File: src/rtl/eth_rx_frame_check_if.sv
// PHY receive bus, forwarded-byte stream and per-frame status of the Ethernet RX frame checker.
// The master drives the PHY side; the slave (the checker) drives everything else.
interface eth_rx_frame_check_if;
    logic        rx_dv;
    logic        rx_er;
    logic [7:0]  rx_data;
    logic [7:0]  out_data;
    logic        out_valid;
    logic        out_sof;
    logic        stat_valid;
    logic        stat_good;
    logic        stat_crc_err;
    logic        stat_len_err;
    logic        stat_phy_err;
    logic [10:0] stat_len;
    logic [1:0]  stat_dst_port;
    logic [1:0]  stat_src_port;
    logic [15:0] good_cnt;
    logic [15:0] bad_cnt;

    modport master (
        output rx_dv, rx_er, rx_data,
        input  out_data, out_valid, out_sof, stat_valid, stat_good, stat_crc_err,
               stat_len_err, stat_phy_err, stat_len, stat_dst_port, stat_src_port,
               good_cnt, bad_cnt
    );

    modport slave (
        input  rx_dv, rx_er, rx_data,
        output out_data, out_valid, out_sof, stat_valid, stat_good, stat_crc_err,
               stat_len_err, stat_phy_err, stat_len, stat_dst_port, stat_src_port,
               good_cnt, bad_cnt
    );
endinterface

File: src/rtl/eth_rx_frame_check.sv
// Ethernet RX frame checker: preamble/SFD detection, FCS strip and CRC check, length/PHY error status.
// Optional good/bad frame counters are built only when ETH_RX_STATS_EN is defined.
module eth_rx_frame_check #(
    parameter int MAX_LEN = 1518,
    parameter int MIN_LEN = 64
) (
    input logic               clk,
    input logic               rst,
    eth_rx_frame_check_if.slave bus
);
    localparam logic [31:0] CRC_POLY = 32'h04C1_1DB7;
    localparam logic [31:0] CRC_INIT = 32'hFFFF_FFFF;
    localparam logic [10:0] LEN_MAX  = 11'(MAX_LEN);
    localparam logic [10:0] LEN_MIN  = 11'(MIN_LEN);
    localparam logic [10:0] LEN_SAT  = 11'h7FF;

    typedef enum logic [1:0] {IDLE, PREAMBLE, BODY, DROP} state_t;
    state_t state_q, state_d;

    logic [31:0] crc_q, crc_d;
    logic [31:0] dl_q;
    logic [10:0] cnt_q, cnt_d;
    logic        phy_q;
    logic [1:0]  dst_q, src_q;
    logic        start_body, end_frame, body_beat;
    logic        crc_err_d, len_err_d, good_d;

    logic [7:0]  out_data_q;
    logic        out_valid_q, out_sof_q;
    logic        stat_valid_q, stat_good_q, stat_crc_q, stat_len_err_q, stat_phy_q;
    logic [10:0] stat_len_q;
    logic [1:0]  stat_dst_q, stat_src_q;

    // Input byte enters LSB first into an MSB-first shift register.
    function automatic logic [31:0] crc_byte(input logic [31:0] c, input logic [7:0] b);
        logic [31:0] r;
        logic        fb;
        r = c;
        for (int k = 0; k < 8; k++) begin
            fb = r[31] ^ b[k];
            r  = {r[30:0], 1'b0};
            if (fb) r = r ^ CRC_POLY;
        end
        return r;
    endfunction

    always_ff @(posedge clk) begin
        if (rst) state_q <= IDLE;
        else     state_q <= state_d;
    end

    always_comb begin
        state_d    = state_q;
        start_body = 1'b0;
        end_frame  = 1'b0;
        case (state_q)
            IDLE: begin
                if (bus.rx_dv) state_d = (bus.rx_data == 8'h55) ? PREAMBLE : DROP;
            end
            PREAMBLE: begin
                if (!bus.rx_dv) begin
                    state_d = IDLE;
                end else if (bus.rx_data == 8'hD5) begin
                    state_d    = BODY;
                    start_body = 1'b1;
                end else if (bus.rx_data != 8'h55) begin
                    state_d = DROP;
                end
            end
            BODY: begin
                if (!bus.rx_dv) begin
                    state_d   = IDLE;
                    end_frame = 1'b1;
                end
            end
            DROP: begin
                if (!bus.rx_dv) state_d = IDLE;
            end
            default: state_d = IDLE;
        endcase
    end

    // The byte leaving the 4-byte delay line is known not to be FCS: it feeds the CRC and the output.
    always_comb begin
        body_beat = (state_q == BODY) && bus.rx_dv;
        cnt_d     = (cnt_q == LEN_SAT) ? cnt_q : cnt_q + 11'd1;
        crc_d     = crc_byte(crc_q, dl_q[31:24]);
        crc_err_d = (cnt_q < 11'd4) || (dl_q != crc_q);
        len_err_d = (cnt_q < LEN_MIN) || (cnt_q > LEN_MAX);
        good_d    = !crc_err_d && !len_err_d && !phy_q;
    end

    always_ff @(posedge clk) begin
        if (rst) begin
            crc_q          <= CRC_INIT;
            dl_q           <= '0;
            cnt_q          <= '0;
            phy_q          <= 1'b0;
            dst_q          <= '0;
            src_q          <= '0;
            out_data_q     <= '0;
            out_valid_q    <= 1'b0;
            out_sof_q      <= 1'b0;
            stat_valid_q   <= 1'b0;
            stat_good_q    <= 1'b0;
            stat_crc_q     <= 1'b0;
            stat_len_err_q <= 1'b0;
            stat_phy_q     <= 1'b0;
            stat_len_q     <= '0;
            stat_dst_q     <= '0;
            stat_src_q     <= '0;
        end else begin
            out_valid_q  <= 1'b0;
            out_sof_q    <= 1'b0;
            stat_valid_q <= 1'b0;
            if (start_body) begin
                crc_q <= CRC_INIT;
                dl_q  <= '0;
                cnt_q <= '0;
                phy_q <= 1'b0;
                dst_q <= '0;
                src_q <= '0;
            end else if (body_beat) begin
                dl_q  <= {dl_q[23:0], bus.rx_data};
                cnt_q <= cnt_d;
                if (bus.rx_er)        phy_q <= 1'b1;
                if (cnt_q == 11'd0)   dst_q <= bus.rx_data[1:0];
                if (cnt_q == 11'd6)   src_q <= bus.rx_data[1:0];
                if (cnt_q >= 11'd4) begin
                    crc_q <= crc_d;
                    if (cnt_q < LEN_MAX) begin
                        out_valid_q <= 1'b1;
                        out_data_q  <= dl_q[31:24];
                        out_sof_q   <= (cnt_q == 11'd4);
                    end
                end
            end
            if (end_frame) begin
                stat_valid_q   <= 1'b1;
                stat_good_q    <= good_d;
                stat_crc_q     <= crc_err_d;
                stat_len_err_q <= len_err_d;
                stat_phy_q     <= phy_q;
                stat_len_q     <= cnt_q;
                stat_dst_q     <= dst_q;
                stat_src_q     <= src_q;
            end
        end
    end

`ifdef ETH_RX_STATS_EN
    logic [15:0] good_cnt_q, bad_cnt_q;

    always_ff @(posedge clk) begin
        if (rst) begin
            good_cnt_q <= '0;
            bad_cnt_q  <= '0;
        end else if (end_frame) begin
            if (good_d) begin
                if (good_cnt_q != 16'hFFFF) good_cnt_q <= good_cnt_q + 16'd1;
            end else begin
                if (bad_cnt_q != 16'hFFFF) bad_cnt_q <= bad_cnt_q + 16'd1;
            end
        end
    end

    assign bus.good_cnt = good_cnt_q;
    assign bus.bad_cnt  = bad_cnt_q;
`else
    assign bus.good_cnt = '0;
    assign bus.bad_cnt  = '0;
`endif

    assign bus.out_data      = out_data_q;
    assign bus.out_valid     = out_valid_q;
    assign bus.out_sof       = out_sof_q;
    assign bus.stat_valid    = stat_valid_q;
    assign bus.stat_good     = stat_good_q;
    assign bus.stat_crc_err  = stat_crc_q;
    assign bus.stat_len_err  = stat_len_err_q;
    assign bus.stat_phy_err  = stat_phy_q;
    assign bus.stat_len      = stat_len_q;
    assign bus.stat_dst_port = stat_dst_q;
    assign bus.stat_src_port = stat_src_q;
endmodule

File: src/flat_wrapper.sv
// flat-port wrapper written by rule: the top's interface ports become plain ports
module eth_rx_frame_check_flat 
#(
    parameter int MAX_LEN = 1518,
    parameter int MIN_LEN = 64
)
  (clk, rst, bus_rx_dv, bus_rx_er, bus_rx_data, bus_out_data, bus_out_valid, bus_out_sof, bus_stat_valid, bus_stat_good, bus_stat_crc_err, bus_stat_len_err, bus_stat_phy_err, bus_stat_len, bus_stat_dst_port, bus_stat_src_port, bus_good_cnt, bus_bad_cnt);
  eth_rx_frame_check_if bus_i ();
  input logic clk;
  input logic rst;
  input wire logic [$bits(bus_i.rx_dv)-1:0] bus_rx_dv;
  input wire logic [$bits(bus_i.rx_er)-1:0] bus_rx_er;
  input wire logic [$bits(bus_i.rx_data)-1:0] bus_rx_data;
  output wire logic [$bits(bus_i.out_data)-1:0] bus_out_data;
  output wire logic [$bits(bus_i.out_valid)-1:0] bus_out_valid;
  output wire logic [$bits(bus_i.out_sof)-1:0] bus_out_sof;
  output wire logic [$bits(bus_i.stat_valid)-1:0] bus_stat_valid;
  output wire logic [$bits(bus_i.stat_good)-1:0] bus_stat_good;
  output wire logic [$bits(bus_i.stat_crc_err)-1:0] bus_stat_crc_err;
  output wire logic [$bits(bus_i.stat_len_err)-1:0] bus_stat_len_err;
  output wire logic [$bits(bus_i.stat_phy_err)-1:0] bus_stat_phy_err;
  output wire logic [$bits(bus_i.stat_len)-1:0] bus_stat_len;
  output wire logic [$bits(bus_i.stat_dst_port)-1:0] bus_stat_dst_port;
  output wire logic [$bits(bus_i.stat_src_port)-1:0] bus_stat_src_port;
  output wire logic [$bits(bus_i.good_cnt)-1:0] bus_good_cnt;
  output wire logic [$bits(bus_i.bad_cnt)-1:0] bus_bad_cnt;
  assign bus_i.rx_dv = bus_rx_dv;
  assign bus_i.rx_er = bus_rx_er;
  assign bus_i.rx_data = bus_rx_data;
  assign bus_out_data = bus_i.out_data;
  assign bus_out_valid = bus_i.out_valid;
  assign bus_out_sof = bus_i.out_sof;
  assign bus_stat_valid = bus_i.stat_valid;
  assign bus_stat_good = bus_i.stat_good;
  assign bus_stat_crc_err = bus_i.stat_crc_err;
  assign bus_stat_len_err = bus_i.stat_len_err;
  assign bus_stat_phy_err = bus_i.stat_phy_err;
  assign bus_stat_len = bus_i.stat_len;
  assign bus_stat_dst_port = bus_i.stat_dst_port;
  assign bus_stat_src_port = bus_i.stat_src_port;
  assign bus_good_cnt = bus_i.good_cnt;
  assign bus_bad_cnt = bus_i.bad_cnt;
  eth_rx_frame_check #(.MAX_LEN(MAX_LEN), .MIN_LEN(MIN_LEN)) u_core (.clk(clk), .rst(rst), .bus(bus_i));
endmodule
File: config.mk
export PLATFORM = sky130hd
export DESIGN_NAME = eth_rx_frame_check_flat
export DESIGN_NICKNAME = d
export VERILOG_FILES = /design/src/rtl/eth_rx_frame_check_if.sv /design/src/rtl/eth_rx_frame_check.sv /design/src/flat_wrapper.sv
export SDC_FILE = /design/constraint.sdc
export NUM_CORES = 1
export LEC_CHECK = 0
export CAP_MARGIN = 20
export CORE_MARGIN = 3
export CORE_UTILIZATION = 55
export DETAILED_ROUTE_END_ITERATION = 7
export DONT_BUFFER_PORTS = 1
export GPL_TIMING_DRIVEN = 0
export PLACE_DENSITY = 0.74
export SLEW_MARGIN = 30
export SYNTH_ARGS = -nofsm -noshare
export SYNTH_HDL_FRONTEND = slang
export SYNTH_SLANG_ARGS = --single-unit
File: constraint.sdc
create_clock -name clk -period 1.7 [get_ports clk]
set_input_delay 0.255 -clock clk [delete_from_list [all_inputs] [get_ports clk]]
set_output_delay 0.255 -clock clk [all_outputs]
set_load 0.005 [all_outputs]
==> out/qor.txt, run 1 <==
drt wl/cell -> 21.2 um
Tot GR Track Use -> 0.265
Setup CP Type -> flip-flop to flip-flop
actual slew at the worst max-slew pin -> 542 ps
post-synth top area cell -> dfxtp_1
maximum vdd drop -> 391 uV
Synth Register Bits -> 112
worst hold start -> bus_rx_data[0]
Fin Clk Skew -> 21.5 ps
# fillers -> 627
Non-Filler Instances -> 847
max-cap viol count -> 0
Place WS -> -543 ps
largest net degree at the start of global routing -> 22
r2r worst-path depth -> 8
via count -> 5059
CP arrival -> 2360 ps
Slew Limit Fails -> 0
top_reg_cell synth -> dfxtp_1
Synth top area share -> 0.398
I/O Pins -> 74
Finished Core Util -> 0.740
slew margin rel. -> 0.639
post-route ant nets -> 0
Initial Util -> 0.571
CP max FO -> 10
R2R Path End -> u_core.crc_q[11]$_SDFFE_PP1P_
Reg2Reg Launch Point -> u_core.cnt_q[4]$_SDFFE_PP0P_
First DRT Iteration DRCs -> 570
drt total wl -> 17900 um
worst hold slack -> 1.45 ps
vias per cell -> 5.97
Die X -> 107 um
Tmin final -> 2070 ps
clk sinks -> 112
clock slew at reported path FFs -> 130 ps
RSZ-0062 raised after global routing -> yes
vias in the first global route -> 4466
Reg2Reg Setup Slack -> -370 ps
synth-to-layout area growth -> 29.6%
CP Capture Type -> flip-flop
sequential fraction of the synthesis area -> 0.398
Syn Inst Count -> 620
hold path endpoint -> u_core.dst_q[0]$_SDFFE_PP0P_
clk buf depth -> 2
Cell variety after synth -> 54
period utilisation layout -> 1.21
failing checks -> negative setup slack
Port-buffer cells -> 0
worst hold path depth -> 2
Commonest cells post-synth -> 129 x nand2_1, 112 x dfxtp_1, 62 x xor2_1
outcome -> finished, violations left
final number of hold-violating endpoints -> 0
Syn. warnings -> 0
Slowest Stage Delay on Critical Path -> 560 ps
Post-synth EDFFs -> 0
Placer Congestion -> 0.892
drt pass-1 iters -> 5
CP max stage cell -> or4_4
HPWL after DPL -> 10100 um
FMAX -> 484 MHz
first-pass GRT wire length -> 23500 um
Mapped Area -> 0.00563 mm^2
H-tree depth -> 3
most frequent cell after synthesis -> nand2_1
Synth async-reset ratio -> 0
row count -> 36
syn avg cell area -> 9.09 um^2
drt drc -> 0
Final #Nets -> 724
P_leak -> 0.00284 uW
CTS Buf Count -> 9
CTS Root Cell -> clkbuf_8
Pwr Density -> 649 mW/mm^2
number of antenna violations at the first check in global routing -> 0
clk_lat worst skew -> 410 ps
crit start category -> flip-flop
DIE HEIGHT -> 107 um
WP data required -> 1990 ps
total grt overflow -> 0
CTS tree -> done
fin worst setup slack -> -365 ps
total inserted antenna cells -> 0
worst hold path type -> input port to flip-flop
crit-path cells -> or4_4 > o31ai_4 > buf_6 > buf_12 > buf_16 > buf_8 > nand2_1 > o211ai_1
die area -> 0.0115 mm^2
core area -> 0.00986 mm^2
Finish-stage setup viols -> 92
top cells by area, synth -> dfxtp_1 40%, xor2_1 9.6%, nand2_1 8.6%
placed cells -> 784
share of cells above drive strength 1 -> 0.315
[what timing repair did]
item,4_1_cts,5_1_grt
cloned,2,7
hold buffers,8,0
setup endpoints to repair,102,102
hold endpoints to repair,8,0
pin swaps,24,17
resized for setup,78,81
buffers inserted,29,7
[cells by family (layout without fill, tap and decap cells)]
logic type | Yosys count | after routing | synth area share
multiplexers | 15 | 15 | 0.0266
flip-flops | 112 | 112 | 0.398
AO/OA/AOI/OAI | 98 | 99 | 0.114
AND/OR/NAND/NOR | 209 | 209 | 0.167
adder cells (fa/ha/maj) | 3 | 3 | 0.00666
other | 1 | 32 | 0.000666
buffers and inverters | 71 | 133 | 0.0755
XOR/XNOR | 111 | 111 | 0.212
[worst max-delay path, delay by kind of cell, from the launching register on]
family	cells	cell delay [ps]
buf+inv	4	530
simple gates	2	640
flops	1	380
compound gates	2	380
[area by class of cell]
| cell class | instances | area [um^2] | area share |
|---|---|---|---|
| Buffer | 62 | 494 | 0.0677 |
| Clock buffer | 9 | 124 | 0.0170 |
| Clock inverter | 7 | 95.1 | 0.0130 |
| Inverter | 3 | 11.3 | 0.00154 |
| Multi-Input combinational cell | 469 | 3510 | 0.481 |
| Sequential cell | 112 | 2280 | 0.312 |
| Tap cell | 133 | 166 | 0.0228 |
| Timing Repair Buffer | 52 | 623 | 0.0853 |
[power by group]
part	total, uW	internal [uW]	switching, uW
combinational	317	145	172
clock	1770	728	1040
sequential	2650	2640	18.6
total	4740	3510	1230
[per-stage QoR]
stage	cell area, um^2	power [uW]	setup TNS, ps
global route	7300	4880	-18460
floorplan	5790	2880	-5470
global placement	5950	2920	-22310
CTS	6830	4650	-8670
finish	7300	4740	-14810
detailed placement	5950	2920	-26700
[layout by cell type (no fill, tap or decap), drive strengths merged, types with 8 or more instances in the layout]
cell type and n:
clkbuf 26, nor2 30, nor4 10, xor2 63, conb 32, dlygate4sd3 8
o211ai 29, a21oi 54, mux2i 15, dfxtp 112, nand2 129, xnor2 43
buf 89
[sequential cells by signal (all words and copies together) (netlist names)]
signal,flops
u_core.bus.out_sof,1
u_core.bus.out_valid,1
u_core.state_q,2
u_core.bus.stat_crc_err,1
u_core.phy_q,1
u_core.dl_q,32
u_core.bus.stat_valid,1
u_core.dst_q,2
u_core.bus.stat_dst_port,2
u_core.bus.stat_len,11
u_core.bus.out_data,8
u_core.bus.stat_good,1
u_core.bus.stat_src_port,2
u_core.bus.stat_len_err,1
u_core.bus.stat_phy_err,1
u_core.cnt_q,11
u_core.crc_q,32
u_core.src_q,2
[layer usage]
metal  GRT usage  vias to the layer above  wire [um]
met3      0.0488                       94       1730
met1       0.353                     2426       6970
met4       0.120                        0        852
li1            -                     2198          -
met2       0.418                      341       8390
met5           0                        -          0
[how the worst max path moves through the flow]
stage | slack [ps] | start | end | depth (start not counted)
after global routing | -380 | u_core.cnt_q[4]$_SDFFE_PP0P_ | u_core.crc_q[11]$_SDFFE_PP1P_ | 8
after CTS | -220 | u_core.cnt_q[6]$_SDFFE_PP0P_ | u_core.crc_q[0]$_SDFFE_PP1P_ | 7
final | -370 | u_core.cnt_q[4]$_SDFFE_PP0P_ | u_core.crc_q[11]$_SDFFE_PP1P_ | 8
after detailed placement | -540 | u_core.dl_q[27]$_SDFFE_PP0P_ | u_core.crc_q[11]$_SDFFE_PP1P_ | 5
after global placement | -490 | u_core.dl_q[27]$_SDFFE_PP0P_ | u_core.crc_q[26]$_SDFFE_PP1P_ | 5
after floorplan | -170 | u_core.cnt_q[3]$_SDFFE_PP0P_ | u_core.crc_q[5]$_SDFFE_PP1P_ | 7
Power figures use the tool's default switching activity.
==> run 2, diff against run 1 <==
==> constraint.sdc (replaced) <==
create_clock -name clk -period 1.7 [get_ports clk]
set_input_delay 0 -clock clk [delete_from_list [all_inputs] [get_ports clk]]
set_output_delay 0 -clock clk [all_outputs]
set_load 0.005 [all_outputs]
==> out/qor.txt, run 2 (synthesized netlist as in run 1, its figures left out) <==
Initial Util -> 0.571
Fin Clk Skew -> 17.4 ps
RSZ-0062 raised after global routing -> yes
clock slew at reported path FFs -> 120 ps
final number of hold-violating endpoints -> 0
number of antenna violations at the first check in global routing -> 0
Finish-stage setup viols -> 92
H-tree depth -> 3
placed cells -> 784
row count -> 36
Tmin final -> 2000 ps
actual slew at the worst max-slew pin -> 541 ps
Worst path top cell family by delay -> simple AND/OR/NAND/NOR gates
failing checks -> negative setup slack
clk sinks -> 112
outcome -> finished, violations left
clk buf depth -> 2
CP arrival -> 2310 ps
max-cap viol count -> 0
drt wl/cell -> 20.6 um
Crit path buffers/inverters -> 4
worst hold path type -> input port to flip-flop
Die X -> 107 um
P_leak -> 0.00285 uW
Placer Congestion -> 0.892
clk_lat worst skew -> 400 ps
GRT Max-Usage Layer -> met2
largest net degree at the start of global routing -> 22
fin worst setup slack -> -299 ps
share of cells above drive strength 1 -> 0.314
maximum vdd drop -> 395 uV
CTS tree -> done
crit-path cells -> or4_4 > o31ai_4 > buf_6 > buf_12 > buf_16 > clkbuf_16 > nand2_2 > o211ai_1
Slew Limit Fails -> 0
Slowest Stage Delay on Critical Path -> 560 ps
crit start category -> flip-flop
drt drc -> 0
core area -> 0.00986 mm^2
commonest non-fill, non-tap cells in the layout -> 118 x nand2_1, 91 x dfxtp_1, 58 x buf_4
Non-Filler Instances -> 850
period utilisation layout -> 1.18
drt total wl -> 17500 um
Pwr Density -> 646 mW/mm^2
slew margin rel. -> 0.639
Finished Core Util -> 0.743
total inserted antenna cells -> 0
Reg2Reg Setup Slack -> -300 ps
I/O Pins -> 74
drt pass-1 iters -> 5
vias per cell -> 5.87
vias in the first global route -> 4473
die area -> 0.0115 mm^2
M3 GR Usage -> 0.0476
DIE HEIGHT -> 107 um
Final #Nets -> 727
via count -> 4986
worst hold slack -> 48.8 ps
Port-buffer cells -> 0
Setup CP Type -> flip-flop to flip-flop
CTS Root Cell -> clkbuf_8
post-route ant nets -> 0
commonest non-fill, non-tap cell in the layout -> nand2_1
FMAX -> 500 MHz
HPWL after DPL -> 10100 um
Global Route met2 Usage -> 0.421
top flop regs -> u_core.crc_q (32), u_core.dl_q (32)
total grt overflow -> 0
CP max stage cell -> or4_4
first-pass GRT wire length -> 23700 um
CP Capture Type -> flip-flop
Fin Setup TNS -> -14110 ps
First DRT Iteration DRCs -> 576
synth-to-layout area growth -> 30.2%
CP max FO -> 6
WP data required -> 2010 ps
grt met1 use -> 0.357
CTS Buf Count -> 9
Tot GR Track Use -> 0.267
==> run 2: cell types whose count changed in the layout (fill, tap and decap cells not counted), sizes merged <==
cell / previous run / this run
dlygate4sd3: 8 / 11
==> run 2: final timing paths <==
kind,from,to,depth (start not counted)
min,rst,u_core.dl_q[29]$_SDFFE_PP0P_,4
max reg2reg,u_core.cnt_q[4]$_SDFFE_PP0P_,u_core.crc_q[17]$_SDFFE_PP1P_,8
max,u_core.cnt_q[4]$_SDFFE_PP0P_,u_core.crc_q[17]$_SDFFE_PP1P_,8
min reg2reg,u_core.dst_q[0]$_SDFFE_PP0P_,u_core.bus.stat_dst_port[0]$_SDFFE_PP0P_,2
==> run 2: through the flow <==
stage	area, um^2	power (uW)	setup WS [ps]
6_report	7330	4740	-299
5_1_grt	7330	4860	-329
2_1_floorplan	5790	2880	-172
3_5_place_dp	5950	2920	-543
3_3_place_gp	5950	2920	-488
4_1_cts	6860	4670	-220
==> run 2: worst register-to-register path, stage by stage (launching register included) <==
cell and delay, ps:
dfxtp_4 380, or4_4 560, o31ai_4 240, buf_6 170, buf_12 110, buf_16 120
clkbuf_16 160, nand2_2 60, o211ai_1 110
==> run 2: cell type report <==
| cell class | count | area [um^2] |
|---|---|---|
| Timing Repair Buffer | 55 | 653 |
| Tap cell | 133 | 166 |
| Sequential cell | 112 | 2280 |
| Buffer | 62 | 494 |
| Inverter | 3 | 11.3 |
| Multi-Input combinational cell | 469 | 3510 |
| Fill cell | 623 | 2530 |
| Clock inverter | 7 | 95.1 |
| Clock buffer | 9 | 124 |
==> run 2: power breakdown <==
| part | leakage (uW) | internal (uW) | total (uW) | switching (uW) |
|---|---|---|---|---|
| clock | 0.000111 | 728 | 1760 | 1030 |
| sequential | 0.000913 | 2640 | 2650 | 18.9 |
| combinational | 0.00183 | 150 | 328 | 178 |
==> run 2: routing by layer <==
metal	wire, um	vias to the layer above
li1	-	2207
met1	6830	2372
met2	8160	335
met3	1770	72
met4	737	0
met5	0	-
==> run 2: repair_timing <==
action                                 CTS  global route
setup buffers                           29             7
pin swaps                               24            17
endpoints found under the hold margin   19             0
setup endpoints to repair              102           102
gates resized for setup                 78            81
hold buffers                            11             0
cloned                                   2             7
==> run 3, diff against run 2 <==
--- a/config.mk
+++ b/config.mk
@@ -5,13 +5,13 @@
 export SDC_FILE = /design/constraint.sdc
 export NUM_CORES = 1
 export LEC_CHECK = 0
+export BUFFER_PORTS_ARGS = -buffer_cell sky130_fd_sc_hd__buf_2
 export CAP_MARGIN = 20
 export CORE_MARGIN = 3
-export CORE_UTILIZATION = 55
+export CORE_UTILIZATION = 52
 export DETAILED_ROUTE_END_ITERATION = 7
-export DONT_BUFFER_PORTS = 1
 export GPL_TIMING_DRIVEN = 0
-export PLACE_DENSITY = 0.74
+export PLACE_DENSITY = 0.77
 export SLEW_MARGIN = 30
 export SYNTH_ARGS = -nofsm -noshare
 export SYNTH_HDL_FRONTEND = slang
==> out/qor.txt, run 3 (synthesized netlist as in run 1, its figures left out) <==
Finish-stage setup viols -> 57
first-pass GRT wire length -> 23400 um
area taken by multi-input logic gates -> 0.00338 mm^2
Reg2Reg Setup Slack -> -280 ps
CTS Buf Count -> 9
Slew Limit Fails -> 0
vias per cell -> 5.42
Fin Setup TNS -> -10430 ps
outcome -> finished, violations left
Finished Core Util -> 0.698
post-route ant nets -> 0
vias in the first global route -> 4490
top flop regs -> u_core.crc_q (32), u_core.dl_q (32)
Reg2Reg Launch Point -> u_core.cnt_q[3]$_SDFFE_PP0P_
HPWL after DPL -> 10500 um
Final #Nets -> 764
register area -> 0.00229 mm^2
via count -> 4823
RSZ-0062 raised after global routing -> yes
drt drc -> 0
fin worst setup slack -> -284 ps
die area -> 0.0121 mm^2
largest net degree at the start of global routing -> 20
Initial Util -> 0.541
commonest non-fill, non-tap cells in the layout -> 129 x nand2_1, 89 x dfxtp_1, 60 x buf_4
synth-to-layout area growth -> 29.0%
Placer Congestion -> 0.895
CTS Root Cell -> clkbuf_8
share of cells above drive strength 1 -> 0.304
total grt overflow -> 0
Pwr Density -> 641 mW/mm^2
P_leak -> 0.00304 uW
clock slew at reported path FFs -> 110 ps
drt wl/cell -> 17.5 um
period utilisation layout -> 1.17
total inserted antenna cells -> 0
slew margin rel. -> 0.642
Place WS -> -484 ps
final number of hold-violating endpoints -> 0
core area -> 0.0104 mm^2
fin area -> 0.00727 mm^2
Setup crit start -> u_core.cnt_q[3]$_SDFFE_PP0P_
clk sinks -> 112
drt total wl -> 15600 um
Setup CP Type -> flip-flop to flip-flop
H-tree depth -> 3
CP max FO -> 10
maximum vdd drop -> 399 uV
clk buf depth -> 2
actual slew at the worst max-slew pin -> 537 ps
WP data required -> 1960 ps
Fin Clk Skew -> 14.2 ps
Setup crit end -> u_core.crc_q[5]$_SDFFE_PP1P_
R2R Path End -> u_core.crc_q[5]$_SDFFE_PP1P_
number of antenna violations at the first check in global routing -> 0
Tot GR Track Use -> 0.252
# fillers -> 755
CTS tree -> done
drt pass-1 iters -> 6
clk_lat worst skew -> 390 ps
CP Capture Type -> flip-flop
Tmin final -> 1980 ps
Port-buffer cells -> 40
crit start category -> flip-flop
I/O Pins -> 74
r2r worst-path depth -> 7
Die X -> 110 um
max-cap viol count -> 0
First DRT Iteration DRCs -> 409
DIE HEIGHT -> 110 um
commonest non-fill, non-tap cell in the layout -> nand2_1
Placed Instance Area -> 0.00616 mm^2
FMAX -> 504 MHz
CP arrival -> 2250 ps
worst hold path type -> input port to flip-flop
failing checks -> negative setup slack
row count -> 37
-- run 3: changes by cell type in the layout (fill, tap and decap cells not counted), moves of 3 or more --
cell,previous run,this run
buf_2,3,42
nand2_4,4,0
nand2_2,7,0
buf_6,6,13
a21oi_1,21,43
nor4_2,1,4
nand2_1,118,129
buf_8,12,8
nor4_1,9,5
a21oi_2,32,10
dfxtp_4,3,7
clkbuf_16,6,1
nor2_4,4,1
-- run 3: worst min-delay path by stage --
stage	startpoint	end	slack, ps	cells past startpoint
after floorplan	bus_rx_data[0]	u_core.dl_q[0]$_SDFFE_PP0P_	140	2
after global placement	bus_rx_er	u_core.phy_q$_SDFFE_PP0P_	230	3
after detailed placement	bus_rx_er	u_core.phy_q$_SDFFE_PP0P_	260	3
after CTS	bus_rx_data[5]	u_core.state_q[1]$_SDFFE_PP0P_	30	3
after global routing	bus_rx_data[5]	u_core.state_q[1]$_SDFFE_PP0P_	30	3
final	bus_rx_data[5]	u_core.state_q[1]$_SDFFE_PP0P_	20	3
-- run 3: routing by layer --
layer	vias up	GRT usage	wire (um)
met2	235	0.404	7430
met4	0	0.0704	276
met3	32	0.0547	1250
met5	-	0	0
li1	2270	-	-
met1	2286	0.345	6630
-- run 3: critical path: stages (launching register included) --
cell and delay, ps:
dfxtp_4 380, or4_4 560, o31ai_4 270, buf_6 160, buf_8 160, nor3b_1 70
mux2i_1 170, nand4_1 100
-- run 3: area by class of cell --
class / count / share of cell area
repair buffers: 91 / 0.0975
clock buffers: 10 / 0.0189
inverters: 3 / 0.00155
multi-input cells: 468 / 0.465
flip-flops and latches: 112 / 0.315
plain buffers: 64 / 0.0687
clock inverters: 6 / 0.0102
well taps: 136 / 0.0234
-- run 3: where the power goes --
part / switching [uW] / total, uW / internal [uW]
clock network: 958 / 1700 / 744
logic: 165 / 312 / 147
registers: 17.8 / 2650 / 2630
total: 1140 / 4660 / 3520
-- run 3: through the flow --
stage,power [uW],hold slack [ps],instances
2_1_floorplan,2880,136,651
3_3_place_gp,2940,229,827
3_5_place_dp,2950,260,827
4_1_cts,4620,27.8,875
5_1_grt,4820,28.9,890
6_report,4660,18.1,890
-- run 3: timing repair --
item	in CTS	in global routing
setup buffers	24	15
hold buffers	11	0
resized for setup	53	73
cloned	0	2
pin swaps	15	11
endpoints found under the setup margin	102	101
endpoints found under the hold margin	18	0
